$ cat src/rtl/uart_rx.sv
// 8N1 UART receiver: synchronises rx, finds the start bit, samples each bit at its centre
// on the oversampled tick, and holds the byte with ready/overrun/frame-error flags for the host.
module uart_rx #(
  parameter int OVERSAMPLE  = 16,
  parameter int SYNC_STAGES = 2
) (
  input  logic       Clock,
  input  logic       Reset_n,
  input  logic       rx,
  input  logic       tick,
  input  logic       rd_en,
  output logic [7:0] data_out,
  output logic       data_ready,
  output logic       frame_err,
  output logic       overrun,
  output logic       rx_busy
);

  localparam int TC_W = (OVERSAMPLE > 1) ? $clog2(OVERSAMPLE) : 1;
  localparam logic [TC_W-1:0] TC_MID  = TC_W'(OVERSAMPLE / 2 - 1);
  localparam logic [TC_W-1:0] TC_LAST = TC_W'(OVERSAMPLE - 1);

  typedef enum logic [2:0] {
    IDLE      = 3'd0,
    START     = 3'd1,
    DATA      = 3'd2,
    STOP      = 3'd3,
    WAIT_HIGH = 3'd4
  } state_t;

  state_t            state_reg, state_next;
  logic [TC_W-1:0]   tc_reg, tc_next;
  logic [2:0]        bit_reg, bit_next;
  logic [7:0]        shift_reg, shift_next;
  logic [7:0]        data_out_reg, data_out_next;
  logic              data_ready_reg, data_ready_next;
  logic              frame_err_reg, frame_err_next;
  logic              overrun_reg, overrun_next;
  logic [SYNC_STAGES-1:0] sync_reg;
  logic              rxs;
  logic              byte_done;
  logic              frame_hit;

  // Flops preset high so a reset never looks like a start bit.
  always_ff @(posedge Clock or negedge Reset_n) begin
    if (!Reset_n) begin
      sync_reg <= '1;
    end else begin
      sync_reg <= {sync_reg[SYNC_STAGES-2:0], rx};
    end
  end

  assign rxs = sync_reg[SYNC_STAGES-1];

  always_ff @(posedge Clock or negedge Reset_n) begin
    if (!Reset_n) begin
      state_reg      <= IDLE;
      tc_reg         <= '0;
      bit_reg        <= '0;
      shift_reg      <= '0;
      data_out_reg   <= '0;
      data_ready_reg <= 1'b0;
      frame_err_reg  <= 1'b0;
      overrun_reg    <= 1'b0;
    end else begin
      state_reg      <= state_next;
      tc_reg         <= tc_next;
      bit_reg        <= bit_next;
      shift_reg      <= shift_next;
      data_out_reg   <= data_out_next;
      data_ready_reg <= data_ready_next;
      frame_err_reg  <= frame_err_next;
      overrun_reg    <= overrun_next;
    end
  end

  always_comb begin
    state_next    = state_reg;
    tc_next       = tc_reg;
    bit_next      = bit_reg;
    shift_next    = shift_reg;
    data_out_next = data_out_reg;
    byte_done     = 1'b0;
    frame_hit     = 1'b0;

    case (state_reg)
      IDLE: begin
        if (!rxs) begin
          state_next = START;
          tc_next    = '0;
        end
      end
      START: begin
        if (tick) begin
          if (tc_reg == TC_MID) begin
            tc_next = '0;
            if (rxs) begin
              state_next = IDLE;
            end else begin
              state_next = DATA;
              bit_next   = '0;
            end
          end else begin
            tc_next = tc_reg + TC_W'(1);
          end
        end
      end
      DATA: begin
        if (tick) begin
          if (tc_reg == TC_LAST) begin
            tc_next    = '0;
            shift_next = {rxs, shift_reg[7:1]};
            if (bit_reg == 3'd7) begin
              state_next = STOP;
            end else begin
              bit_next = bit_reg + 3'd1;
            end
          end else begin
            tc_next = tc_reg + TC_W'(1);
          end
        end
      end
      STOP: begin
        if (tick) begin
          if (tc_reg == TC_LAST) begin
            tc_next = '0;
            if (rxs) begin
              byte_done     = 1'b1;
              data_out_next = shift_reg;
              state_next    = IDLE;
            end else begin
              frame_hit  = 1'b1;
              state_next = WAIT_HIGH;
            end
          end else begin
            tc_next = tc_reg + TC_W'(1);
          end
        end
      end
      WAIT_HIGH: begin
        if (rxs) begin
          state_next = IDLE;
        end
      end
      default: begin
        state_next = IDLE;
      end
    endcase
  end

  // A completing byte takes priority over a same-cycle read; a read in that cycle
  // only suppresses the overrun and clears the stale frame error.
  always_comb begin
    data_ready_next = data_ready_reg;
    overrun_next    = overrun_reg;
    frame_err_next  = frame_err_reg;

    if (byte_done) begin
      data_ready_next = 1'b1;
      if (rd_en) begin
        overrun_next   = 1'b0;
        frame_err_next = 1'b0;
      end else begin
        overrun_next = overrun_reg | data_ready_reg;
      end
    end else if (frame_hit) begin
      frame_err_next = 1'b1;
      if (rd_en) begin
        data_ready_next = 1'b0;
        overrun_next    = 1'b0;
      end
    end else if (rd_en) begin
      data_ready_next = 1'b0;
      overrun_next    = 1'b0;
      frame_err_next  = 1'b0;
    end
  end

  assign data_out   = data_out_reg;
  assign data_ready = data_ready_reg;
  assign frame_err  = frame_err_reg;
  assign overrun    = overrun_reg;
  assign rx_busy    = (state_reg != IDLE);

endmodule

$ cat config.mk
export PLATFORM = sky130hd
export DESIGN_NAME = uart_rx
export DESIGN_NICKNAME = d
export VERILOG_FILES = /design/src/rtl/uart_rx.sv
export SDC_FILE = /design/constraint.sdc
export NUM_CORES = 1
export LEC_CHECK = 0
export CAP_MARGIN = 20
export CORE_UTILIZATION = 35
export DETAILED_ROUTE_END_ITERATION = 10
export SKIP_LAST_GASP = 1
export SLEW_MARGIN = 15
export SYNTH_ARGS = -nofsm -noshare
export SYNTH_HDL_FRONTEND = slang
export SYNTH_SLANG_ARGS = --single-unit
export TNS_END_PERCENT = 5
$ cat constraint.sdc
create_clock -name Clock -period 1.89 [get_ports Clock]
set_clock_uncertainty 0.1 [all_clocks]
set_input_delay 0.378 -clock Clock [delete_from_list [all_inputs] [get_ports Clock]]
set_output_delay 0.378 -clock Clock [all_outputs]
set_load 0.01 [all_outputs]
After elaboration in Yosys (flattened, before gate mapping)
Index checks and enable logic that the tools add are counted.
Cells by class
  reduce and logical (&&, ||, !) cells: 11
  mux-type cells: 40
  eq/ne operators: 19
  bitwise gates (word level): 1
  add/subtract/negate cells: 2
Operator list (number)
  3-bit 2-to-1 mux: 16
  2-bit inequality test, second input constant: 11
  4-bit 2-to-1 mux: 5
  1-bit 2-to-1 mux: 15
  3-bit case mux with 5 select lines: 1
  4-bit case mux with 3 select lines: 1
  9-bit AND reduction: 1
  4-bit AND reduction: 2
  7-bit AND reduction: 1
  3-bit by 2-bit == test with 1-bit output, second input constant: 2
  3-bit == test, second input constant: 2
  3-bit case mux with 2 select lines: 1
  3-bit nonzero test: 2
  4-bit by 1-bit adder with 4-bit output, second input constant: 1
  4-bit by 3-bit == test with 1-bit output, second input constant: 1
  4-bit == test, second input constant: 1
  2-bit nonzero test: 2
  3-bit by 1-bit adder with 3-bit output, second input constant: 1
  3-bit by 1-bit == test with 1-bit output, second input constant: 1
  3-bit logical NOT: 1
  3-bit AND reduction: 1
  2-bit 2-to-1 mux: 1
  2-bit by 1-bit inequality test with 1-bit output, second input constant: 1
  2-bit OR reduction: 1
  1-bit OR: 1
Word-level totals
  input port bits: 5
  output and inout port bits: 12
  logic and storage cells: 82
  flip-flop bits (word level): 31

Logic depth before layout (Yosys ltp)
  word-level depth: 6
  gate-level depth with buffers: 5
  depth with buffers taken out: 5

Worst setup path before layout
No wires, ideal clock.
  kind: reg2reg
  from: register tc_reg[0]
  to: register bit_reg[0]
  arrival: 1.428 ns
  buffers on the path: 0
  setup slack: 0.235 ns
  setup time: 0.127 ns
  clock period less this slack: 1.655 ns
  required time: 1.663 ns
  cell stages (with the launch flop): 6
  path through: dfrtp_1 > ha_1 > nand4_2 > a31oi_1 > o211ai_1 > mux2_1
Between the ends
  cells in the longest elaborated chain, start to end: 3
  elaborated cells between the ends (all ways): 5
  classes of those cells: 4 x eq/ne; 1 x reduce/logical
Ends and longest elaborated chain
  start, declared: RTL line 32  | logic [TC_W-1:0] tc_reg, tc_next;
  start signal, assigned: RTL line 67  | tc_reg <= tc_next;
  4-bit == test / 4-bit by 3-bit == test with 1-bit output (equally long branches): RTL line 110, 95
  2-bit inequality test (no line)
  7-bit AND reduction (no line) *
  end signal, assigned: RTL line 68  | bit_reg <= bit_next;
  end, declared: RTL line 33  | logic [2:0] bit_reg, bit_next;
Mark *: on every way between the ends. The rest lies on a longest branch, timed or not.
A chain may end at the register's enable or synchronous reset.

Worst setup path after layout
  from: register state_reg[2]
  to: output port rx_busy
Between the ends
  cells in the longest elaborated chain, start to end: 1
Ends and longest elaborated chain
  start, declared: RTL line 31  | state_t state_reg, state_next;
  start signal, assigned: RTL line 66  | state_reg <= state_next;
  3-bit nonzero test: RTL line 183  | assign rx_busy = (state_reg != IDLE);
  end, declared: RTL line 16  | output logic rx_busy
Every way passes these cells.

==> flow_metrics.env <==
export IMPL_status="complete, no violations"
export IMPL_drt_pass1_iter_count=3
export IMPL_synth_cell_type_count=38
export IMPL_die_w_um=65.8
export IMPL_vias=972
export IMPL_holdWs_ns=0.255
export IMPL_crit_arrival_ns=1.33
export IMPL_cp_depth=2
export IMPL_num_rows=22
export IMPL_period_share_pct=95.9
export IMPL_grt_overflow=0
export IMPL_antennaDiodeCount=0
export IMPL_ys_ff_latch=31
export IMPL_path_cells="or3_1 -> dlygate4sd2_1"
export IMPL_grt_pass1_wl_um=4600
export IMPL_worst_ep_required_time_ns=1.41
export IMPL_crit_family="flip-flops"
export IMPL_route_detailed_drc=0
export IMPL_peakVddDrop_v=0.000468
export IMPL_worstHoldPathCells=0
export IMPL_antenna_found_initial=0
export IMPL_gp_congestion=0.768
export IMPL_startpoint_type="flip-flop"
export IMPL_die_area_sq_mm=0.00433
export IMPL_synthesis_area_sq_mm=0.00143
export IMPL_drt_wl_total_um=2610
export IMPL_postCtsHoldBufs=0
export IMPL_maxCapViolCount=0
export IMPL_synth_yosys_seq_area_share_pct=54.6
export IMPL_crit_type="flip-flop to primary output"
export IMPL_syn_inst=119
export IMPL_track_usage_pct=14.2
export IMPL_hp_class="flip-flop to flip-flop"
export IMPL_synth_area_top_cells="dfrtp_1 51%, mux2_2 13%, dfstp_2 3.7%, nand2_1 3.2%, ha_1 2.6%"
export IMPL_wl_met1_um=1180
export IMPL_synth_async_reset_ratio_pct=100
export IMPL_yosysMostFrequentCell="dfrtp_1"
export IMPL_ant_nets=0
export IMPL_post_cts_buffers=0
export IMPL_port_buffers=16
export IMPL_clk_pin_slew_worst_paths_ns=0.06
export IMPL_grt_pass1_vias=1021
export IMPL_max_freq_mhz=552
export IMPL_grt_max_degree=32
export IMPL_slew_headroom_pct=69.6
export IMPL_nFillCells=335
export IMPL_slew_violations=0
export IMPL_final_setup_viol_count=0
export IMPL_syn_num_nets=127
export IMPL_met3_length_um=114
export IMPL_synth_area_leader_cell="dfrtp_1"
export IMPL_period_needed_ns=1.81
export IMPL_start_util_pct=37.8
export IMPL_cts_sinks=31
export IMPL_clk_latency_ns=0.27
export IMPL_r2r_cells=5
export IMPL_synth_edf_count=0
export IMPL_power_density_mw_per_mm2=1050
export IMPL_cts_made_buffers=5
export IMPL_layout_nets=156
export IMPL_drive_above_1_share_pct=27.7
export IMPL_cp_buffers_inverters=1
export IMPL_cp_slowest_stage_delay_ns=0.41
export IMPL_ys_flop_type="dfrtp_1"
export IMPL_syn_area_per_cell_sq_um=12.0
export IMPL_cts_htree_levels=2
export IMPL_top_layer_used="met4"
export IMPL_leakagePower_nw=0.843
export IMPL_dr_wl_met2_um=1300
export IMPL_ys_top_cells_by_count="29 x dfrtp_1, 16 x mux2_2, 12 x nand2_1"
export IMPL_cp_slowest_cell="dfrtp_1"
export IMPL_dp_hpwl_um=1850
export IMPL_fp_dieH_um=65.8
export IMPL_io_pin_count=17
export IMPL_syn_to_final_growth_pct=26.2
export IMPL_cts_tree="built"
export IMPL_crit_fanout=4
export IMPL_core_sq_mm=0.00377
export IMPL_cts_root_buf="clkbuf_8"
export IMPL_ys_warn_count=0
export IMPL_drtIter0Drc=44
export IMPL_rsz0062_at_grt="no"
export IMPL_clockBufferDepth=2
export IMPL_wire_per_inst_um=13.3
export IMPL_layout_cells_non_filler=196
export IMPL_worstMarginPinSlew_ns=0.451
export IMPL_endpoint_kind="primary output"
export IMPL_synth_top_area_share_pct=50.9
export IMPL_dp_cells=189
export IMPL_viasPerCell=4.96
export IMPL_hold_viol_final=0
[layout make-up]
class	count	area (sq um)	area share, %
well taps	48	60.1	3.34
repair buffers	26	246	13.7
multi-input cells	78	606	33.6
flip-flops and latches	31	778	43.2
inverters	6	22.5	1.25
clock inverters	1	5.00	0.278
clock buffers	6	82.6	4.59
[final timing paths]
kind,end,start,slack [ns]
worst min register to register,sync_reg[1]$_DFF_PN1_,sync_reg[0]$_DFF_PN1_,0.25
max in group asynchronous,sync_reg[1]$_DFF_PN1_,Reset_n,0.97
worst min-delay path,sync_reg[1]$_DFF_PN1_,sync_reg[0]$_DFF_PN1_,0.25
min in group asynchronous,state_reg[1]$_DFFE_PN0P_,Reset_n,0.39
worst max register to register,bit_reg[0]$_DFFE_PN0P_,tc_reg[0]$_DFFE_PN0P_,0.11
worst max-delay path,rx_busy,state_reg[2]$_DFFE_PN0P_,0.08
[cells by family after synthesis]
| logic type | Yosys count | share of synthesized area, % |
|---|---|---|
| AO/OA/AOI/OAI | 19 | 9.39 |
| XOR/XNOR | 1 | 0.614 |
| adder cells (fa/ha/maj) | 3 | 2.63 |
| buffers and inverters | 10 | 3.33 |
| flip-flops | 31 | 54.6 |
| multiplexers | 20 | 15.6 |
| AND/OR/NAND/NOR | 35 | 13.9 |
[metal layers]
layer	global-route usage [%]	vias up
met3	4.31	2
met1	17.0	478
met5	0	-
met2	24.5	18
li1	-	474
met4	4.08	0
[power breakdown]
| part | internal (mW) | total [mW] | switching (mW) |
|---|---|---|---|
| logic | 0.269 | 0.597 | 0.328 |
| clock network | 0.285 | 0.512 | 0.227 |
| registers | 0.733 | 0.788 | 0.0551 |
[stage by stage]
step / worst slack [ns] / util, % / setup TNS (ns) / area [sq um] / total power, mW
3_3_place_gp: -0.107 / 45.3 / -1.52 / 1710 / 1.38
6_report: 0.0776 / 47.7 / 0 / 1800 / 1.90
3_5_place_dp: -0.155 / 45.3 / -2.09 / 1710 / 1.40
2_1_floorplan: 0.235 / - / 0 / 1430 / 1.22
5_1_grt: 0.00641 / 47.7 / 0 / 1800 / 2.03
4_1_cts: 0.0583 / 47.6 / 0 / 1800 / 1.92
[placed cells by master (no fill, tap or decap), types with 2 or more instances in the layout]
cell type,instances
clkbuf_8,6
nor2_1,5
a21oi_1,2
o21ai_0,4
mux2_2,16
buf_4,9
mux2i_1,2
dfrtp_1,29
nor3_1,4
o211ai_1,2
inv_1,6
ha_1,3
nand2_1,12
clkdlybuf4s50_1,15
dfstp_2,2
mux2_1,2
nand3_1,2
o22ai_1,2
[what timing repair did]
item                       CTS  global route
gates resized for setup      1             1
pin swaps                    0             0
setup endpoints to repair    1             1
gates cloned                 0             0
(Power assumes the default switching activity.)
